### src/rtl/lsu_mem_master.sv
// RV64 load/store initiator: one request in flight, 8-byte-aligned byte-enabled memory beats.
// `LSU_SPLIT_MISALIGNED_EN builds the two-beat path for accesses crossing an 8-byte boundary.
module lsu_mem_master #(
  parameter int DATA_WIDTH = 64
) (
  input  logic                    clk,
  input  logic                    rst_n,
  input  logic                    req_valid_i,
  output logic                    req_ready_o,
  input  logic                    req_store_i,
  input  logic [2:0]              req_funct3_i,
  input  logic [DATA_WIDTH-1:0]   req_addr_i,
  input  logic [DATA_WIDTH-1:0]   req_wdata_i,
  output logic                    resp_valid_o,
  output logic [DATA_WIDTH-1:0]   resp_rdata_o,
  output logic                    resp_fault_o,
  output logic                    mem_req_valid_o,
  input  logic                    mem_req_ready_i,
  output logic [DATA_WIDTH-1:0]   mem_addr_o,
  output logic                    mem_we_o,
  output logic [7:0]              mem_be_o,
  output logic [DATA_WIDTH-1:0]   mem_wdata_o,
  input  logic                    mem_rvalid_i,
  input  logic [DATA_WIDTH-1:0]   mem_rdata_i
);

  typedef enum logic [2:0] {
    ST_IDLE  = 3'd0,
    ST_REQ0  = 3'd1,
    ST_WAIT0 = 3'd2,
    ST_REQ1  = 3'd3,
    ST_WAIT1 = 3'd4,
    ST_RESP  = 3'd5,
    ST_FAULT = 3'd6
  } state_e;

  state_e      state_q;
  logic        req_ready_q;
  logic        resp_valid_q;
  logic [63:0] resp_rdata_q;
  logic        resp_fault_q;
  logic        mem_req_valid_q;
  logic [63:0] mem_addr_q;
  logic        mem_we_q;
  logic [7:0]  mem_be_q;
  logic [63:0] mem_wdata_q;
  logic        store_q;
  logic [2:0]  funct3_q;
  logic [2:0]  off_q;

  logic [7:0]  size_mask_s;
  logic        illegal_s;
  logic [7:0]  be0_s;
  logic [63:0] wd0_s;
  logic [63:0] ld_lo_s;
  logic [63:0] ld_hi_s;
  logic [63:0] ld_word_s;
  logic [63:0] ld_resp_s;

  function automatic logic [63:0] load_ext(input logic [2:0] f3, input logic [63:0] r);
    logic [63:0] v;
    case (f3)
      3'b000:  v = {{56{r[7]}}, r[7:0]};
      3'b001:  v = {{48{r[15]}}, r[15:0]};
      3'b010:  v = {{32{r[31]}}, r[31:0]};
      3'b011:  v = r;
      3'b100:  v = {56'd0, r[7:0]};
      3'b101:  v = {48'd0, r[15:0]};
      3'b110:  v = {32'd0, r[31:0]};
      default: v = 64'd0;
    endcase
    return v;
  endfunction

  // Byte mask of the access size, before lane positioning
  always_comb begin
    case (req_funct3_i[1:0])
      2'd0:    size_mask_s = 8'h01;
      2'd1:    size_mask_s = 8'h03;
      2'd2:    size_mask_s = 8'h0F;
      2'd3:    size_mask_s = 8'hFF;
      default: size_mask_s = 8'h00;
    endcase
  end

  // Request legality; without the split path any non-natural alignment faults
  always_comb begin
    if (req_store_i) begin
      illegal_s = req_funct3_i[2];
    end else begin
      illegal_s = (req_funct3_i == 3'b111);
    end
`ifndef LSU_SPLIT_MISALIGNED_EN
    case (req_funct3_i[1:0])
      2'd0:    illegal_s = illegal_s;
      2'd1:    illegal_s = illegal_s | req_addr_i[0];
      2'd2:    illegal_s = illegal_s | (|req_addr_i[1:0]);
      2'd3:    illegal_s = illegal_s | (|req_addr_i[2:0]);
      default: illegal_s = 1'b1;
    endcase
`endif
  end

`ifdef LSU_SPLIT_MISALIGNED_EN
  logic [14:0] mask15_s;
  logic [127:0] wd128_s;
  logic [6:0]  be1_q;
  logic [63:0] wdata1_q;
  logic [63:0] addr1_q;
  logic [63:0] rdata0_q;

  assign mask15_s = {7'd0, size_mask_s} << req_addr_i[2:0];
  assign wd128_s  = {64'd0, req_wdata_i} << {req_addr_i[2:0], 3'b000};
  assign be0_s    = mask15_s[7:0];
  assign wd0_s    = wd128_s[63:0];
`else
  assign be0_s = size_mask_s << req_addr_i[2:0];
  assign wd0_s = req_wdata_i << {req_addr_i[2:0], 3'b000};
`endif

  // Select the two read words that form the shifted load window
  always_comb begin
`ifdef LSU_SPLIT_MISALIGNED_EN
    if (state_q == ST_WAIT1) begin
      ld_lo_s = rdata0_q;
      ld_hi_s = mem_rdata_i;
    end else begin
      ld_lo_s = mem_rdata_i;
      ld_hi_s = 64'd0;
    end
`else
    ld_lo_s = mem_rdata_i;
    ld_hi_s = 64'd0;
`endif
  end

  assign ld_word_s = 64'({ld_hi_s, ld_lo_s} >> {off_q, 3'b000});
  assign ld_resp_s = store_q ? 64'd0 : load_ext(funct3_q, ld_word_s);

  // Transaction FSM; every output is a register updated on transitions
  always_ff @(posedge clk or negedge rst_n) begin
    if (!rst_n) begin
      state_q         <= ST_IDLE;
      req_ready_q     <= 1'b1;
      resp_valid_q    <= 1'b0;
      resp_rdata_q    <= 64'd0;
      resp_fault_q    <= 1'b0;
      mem_req_valid_q <= 1'b0;
      mem_addr_q      <= 64'd0;
      mem_we_q        <= 1'b0;
      mem_be_q        <= 8'd0;
      mem_wdata_q     <= 64'd0;
      store_q         <= 1'b0;
      funct3_q        <= 3'd0;
      off_q           <= 3'd0;
`ifdef LSU_SPLIT_MISALIGNED_EN
      be1_q           <= 7'd0;
      wdata1_q        <= 64'd0;
      addr1_q         <= 64'd0;
      rdata0_q        <= 64'd0;
`endif
    end else begin
      case (state_q)
        ST_IDLE: begin
          if (req_valid_i) begin
            req_ready_q <= 1'b0;
            store_q     <= req_store_i;
            funct3_q    <= req_funct3_i;
            off_q       <= req_addr_i[2:0];
            if (illegal_s) begin
              state_q      <= ST_FAULT;
              resp_valid_q <= 1'b1;
              resp_fault_q <= 1'b1;
              resp_rdata_q <= 64'd0;
            end else begin
              state_q         <= ST_REQ0;
              mem_req_valid_q <= 1'b1;
              mem_addr_q      <= {req_addr_i[63:3], 3'b000};
              mem_we_q        <= req_store_i;
              mem_be_q        <= be0_s;
              mem_wdata_q     <= wd0_s;
`ifdef LSU_SPLIT_MISALIGNED_EN
              be1_q           <= mask15_s[14:8];
              wdata1_q        <= wd128_s[127:64];
              addr1_q         <= {req_addr_i[63:3] + 61'd1, 3'b000};
`endif
            end
          end
        end
        ST_REQ0: begin
          if (mem_req_ready_i) begin
            state_q         <= ST_WAIT0;
            mem_req_valid_q <= 1'b0;
          end
        end
        ST_WAIT0: begin
          if (mem_rvalid_i) begin
`ifdef LSU_SPLIT_MISALIGNED_EN
            if (be1_q != 7'd0) begin
              state_q         <= ST_REQ1;
              rdata0_q        <= mem_rdata_i;
              mem_req_valid_q <= 1'b1;
              mem_addr_q      <= addr1_q;
              mem_be_q        <= {1'b0, be1_q};
              mem_wdata_q     <= wdata1_q;
            end else begin
              state_q      <= ST_RESP;
              resp_valid_q <= 1'b1;
              resp_rdata_q <= ld_resp_s;
            end
`else
            state_q      <= ST_RESP;
            resp_valid_q <= 1'b1;
            resp_rdata_q <= ld_resp_s;
`endif
          end
        end
`ifdef LSU_SPLIT_MISALIGNED_EN
        ST_REQ1: begin
          if (mem_req_ready_i) begin
            state_q         <= ST_WAIT1;
            mem_req_valid_q <= 1'b0;
          end
        end
        ST_WAIT1: begin
          if (mem_rvalid_i) begin
            state_q      <= ST_RESP;
            resp_valid_q <= 1'b1;
            resp_rdata_q <= ld_resp_s;
          end
        end
`endif
        ST_RESP, ST_FAULT: begin
          state_q      <= ST_IDLE;
          req_ready_q  <= 1'b1;
          resp_valid_q <= 1'b0;
          resp_fault_q <= 1'b0;
          resp_rdata_q <= 64'd0;
        end
        default: begin
          state_q         <= ST_IDLE;
          req_ready_q     <= 1'b1;
          resp_valid_q    <= 1'b0;
          resp_fault_q    <= 1'b0;
          mem_req_valid_q <= 1'b0;
        end
      endcase
    end
  end

  assign req_ready_o     = req_ready_q;
  assign resp_valid_o    = resp_valid_q;
  assign resp_rdata_o    = resp_rdata_q;
  assign resp_fault_o    = resp_fault_q;
  assign mem_req_valid_o = mem_req_valid_q;
  assign mem_addr_o      = mem_addr_q;
  assign mem_we_o        = mem_we_q;
  assign mem_be_o        = mem_be_q;
  assign mem_wdata_o     = mem_wdata_q;

endmodule

### config.mk
export PLATFORM = sky130hd
export DESIGN_NAME = lsu_mem_master
export DESIGN_NICKNAME = d
export VERILOG_FILES = /design/src/rtl/lsu_mem_master.sv
export SDC_FILE = /design/constraint.sdc
export NUM_CORES = 1
export LEC_CHECK = 0
export CAP_MARGIN = 25
export CORE_ASPECT_RATIO = 1.1
export CORE_UTILIZATION = 48
export CTS_CLUSTER_DIAMETER = 50
export DETAILED_ROUTE_END_ITERATION = 16
export GPL_TIMING_DRIVEN = 0
export PLACE_DENSITY = 0.84
export SLEW_MARGIN = 10
export SYNTH_ARGS = -nofsm -noshare
export SYNTH_HDL_FRONTEND = slang
export SYNTH_SLANG_ARGS = --single-unit
export TNS_END_PERCENT = 1
### constraint.sdc
create_clock -name clk -period 4.8 [get_ports clk]
set_input_delay 1.44 -clock clk [delete_from_list [all_inputs] [get_ports clk]]
set_output_delay 1.44 -clock clk [all_outputs]
set_load 0.03 [all_outputs]
==> results.yml <==
setup_path:
  cp.arrival_ns: 4.29
  startpoint: "req_valid_i"
  endpoint_kind: "flop"
  crit_fanout: 10
  worstRegToRegCells: 8
  worstPathRequired_ns: 5.19
  worstSetupPathType: "primary input to flop"
  timing.rr.end: "mem_wdata_o[38]"
  worstSetupStartpointType: "primary input"
  r2r_slack_ns: 1.80
  worstReg2RegStart: "state_q[2]"
routing:
  firstDrtPassIters: 7
  viasPerCell: 6.09
  antenna_left: 0
  dr.first_iter.drc_count: 861
  num_vias: 11300
  routed_wl_mm: 47.8
  wire_per_inst_um: 25.8
  drc_errors: 0
pwr:
  peakVddDrop_v: 0.000649
  p_switching_uw: 5060
  netSwitchingFraction: 0.450
  power.share.clock: 0.179
  sequentialPowerShare: 0.266
  fin_total_pwr_uw: 11300
  p_comb_frac: 0.556
  p_leak_uw: 0.00727
  p_int_uw: 6200
  power_density_nw_per_um2: 665
final_layout:
  instances_no_fill: 1854
  finalNetCount: 1730
  area_growth_syn_to_layout_pct: 45.7
  drive_above_1_share: 0.141
  final_util: 0.714
global_route:
  antenna_found_initial: 3
  grt_max_degree: 112
  track_usage: 0.385
  grt_pass1_vias: 11600
  grt_overflow_total: 0
  grt_pass1_wl_mm: 70.1
logic_synthesis:
  synth.distinct_cells: 55
  syn_avg_cell_area_um2: 10.6
  ys_warn_count: 0
  yosysTopAreaCell: "dfrtp_1"
  async_flop_share: 1.00
  yosysSeqAreaShare: 0.457
  synth_top_cell_area_share: 0.455
  ys_ff_latch: 212
  synth-edff-count: 0
  syn_inst: 1097
  synth_area_um2: 11600
  synth_area_leaders: "dfrtp_1 45%, mux2_2 9.7%, mux2i_1 8.7%"
  synth_ff_type: "dfrtp_1"
min_path:
  holdCritPathClass: "flop to flop"
  hold_end: "mem_wdata_o[31]"
  min-delay-start: "mem_wdata_o[31]"
  hold_depth: 2
clock_tree:
  ctsRootBufferMaster: "clkbuf_16"
  clockBufferDepth: 3
  clock-sinks: 212
  cts_tree: "built"
  clk-insertion-delay-late_ns: 0.56
  cts_buffers: 28
  cts_resized: 0
  cts_hold_buffers: 0
  post_cts_buffers: 0
  h-tree-depth: 1
  path_clk_slew_ns: 0.06
die:
  dieWidth_um: 150
  rows: 59
  fp.dieH_um: 165
  start_util: 0.490
  ios: 406
  dieArea_um2: 24800
  core_um2: 23700
place:
  portBuffers: 397
  dpl.cell_count: 1802
  dp_slack_ns: 0.420
  place.gp.congestion: 0.981
  dpl.hpwl_mm: 37.0
timing:
  slew_headroom: 0.420
  fin_ws_ns: 0.899
  clock_skew_ns: 0.0364
  fin_crit_sh: 0.813
  final_max_slew_viol_count: 0
  period_minus_slack_ns: 3.90
  max_slew.worst_pin.slew_ns: 0.868
  rsz0062_at_grt: "false"
  fin_setup_tns_ns: 0
  finalHoldViolCount: 0
  fmax_mhz: 256
  finalSetupViolCount: 0
flow_run:
  maxCapViolCount: 0
run_status:
  outcome: "complete, no violations"
[power groups by stage]
stage	sequential (uW)	combinational, uW	clock [uW]
2_1_floorplan	4230	2290	0
3_3_place_gp	2960	6120	0
3_5_place_dp	2980	6150	0
4_1_cts	2980	6200	2030
5_1_grt	3070	6570	2100
6_report	2990	6260	2010
[synthesized netlist by cell type (all sizes together) (2+ instances only)]
library cell	number
a211o	8
a211oi	22
a21o	2
a21oi	27
a22o	56
a22oi	13
a32oi	9
and2	7
buf	54
clkbuf	50
dfrtp	211
inv	7
mux2	100
mux2i	101
mux4	19
nand2	141
nand2b	8
nand3	27
nor2	31
nor2b	21
nor3	4
nor3b	2
o211ai	10
o21a	3
o21ai	86
o221ai	2
o22ai	3
o2bb2ai	10
o31a	7
o31ai	27
o32a	3
o41ai	5
or2	3
or3	4
[metal layers]
| layer | vias up | part of all wire | global-route usage |
|---|---|---|---|
| met3 | 179 | 0.10 | 0.0940 |
| met4 | 4 | 0.060 | 0.214 |
| met2 | 740 | 0.49 | 0.653 |
| met1 | 5450 | 0.35 | 0.446 |
| met5 | - | 0.00056 | 0 |
| li1 | 4926 | - | - |
[worst max-delay path, cell delays in order]
cell             delay [ns]
clkdlybuf4s50_1        0.54
nand2b_1               0.11
nor3_2                 0.56
nand2_1                0.36
clkbuf_1               0.37
clkbuf_1               0.39
buf_2                  0.30
nand2_1                0.10
o21ai_0                0.11
[kinds of logic (layout without fill, tap and decap cells)]
| logic type | Yosys count | after routing | share of synthesized area |
|---|---|---|---|
| multiplexers | 220 | 220 | 0.221 |
| buffers and inverters | 112 | 561 | 0.0437 |
| AND/OR/NAND/NOR | 254 | 254 | 0.0983 |
| AO/OA/AOI/OAI | 298 | 298 | 0.180 |
| other | 1 | 4 | 0.000323 |
| flip-flops | 212 | 212 | 0.457 |
[through the flow]
step           hold WS [ns]  instance area [um^2]
2_1_floorplan         0.481                 11600
3_3_place_gp          0.457                 16000
5_1_grt               0.510                 16900
6_report              0.473                 16900
3_5_place_dp          0.466                 16000
4_1_cts               0.480                 16900
[layout by cell type (no fill, tap or decap), types with 19 or more instances in the layout]
cell type	netlist	routed
nor2b_1	21	21
mux2i_1	101	101
dfrtp_1	211	211
a211oi_1	22	22
nand3_1	27	27
clkdlybuf4s50_1	0	396
buf_2	36	37
o31ai_1	27	27
o21ai_0	85	85
nor2_1	31	31
mux2_2	100	100
clkbuf_16	0	28
a21oi_1	27	27
mux4_2	19	19
nand2_1	141	141
clkbuf_1	50	55
a22o_1	56	56
[sequential cells by signal, indices dropped and copies added, names as in the netlist, 3 cells and up]
register	count
funct3_q	3
mem_addr_o	61
mem_be_o	8
mem_wdata_o	64
off_q	3
resp_rdata_o	64
state_q	3
[worst max path at each step]
stage	slack (ns)	depth (start not counted)	endpoint
floorplan	1.67	6	resp_rdata_o[10]
global placement	-6.46	1	mem_wdata_o[16]
detailed placement	0.42	9	mem_wdata_o[56]
CTS	0.96	9	mem_wdata_o[8]
global route	0.76	9	mem_wdata_o[52]
finish	0.90	9	mem_wdata_o[38]
[final cells by class]
cell class	count	area (um^2)
buffer	104	477
multi-input combinational	775	5800
inverter	8	30.0
timing repair buffer	400	4020
fill	1677	6780
sequential	212	5310
antenna	1	2.50
clock buffer	34	743
clock inverter	15	160
tap	305	382
(Power assumes the default switching activity.)
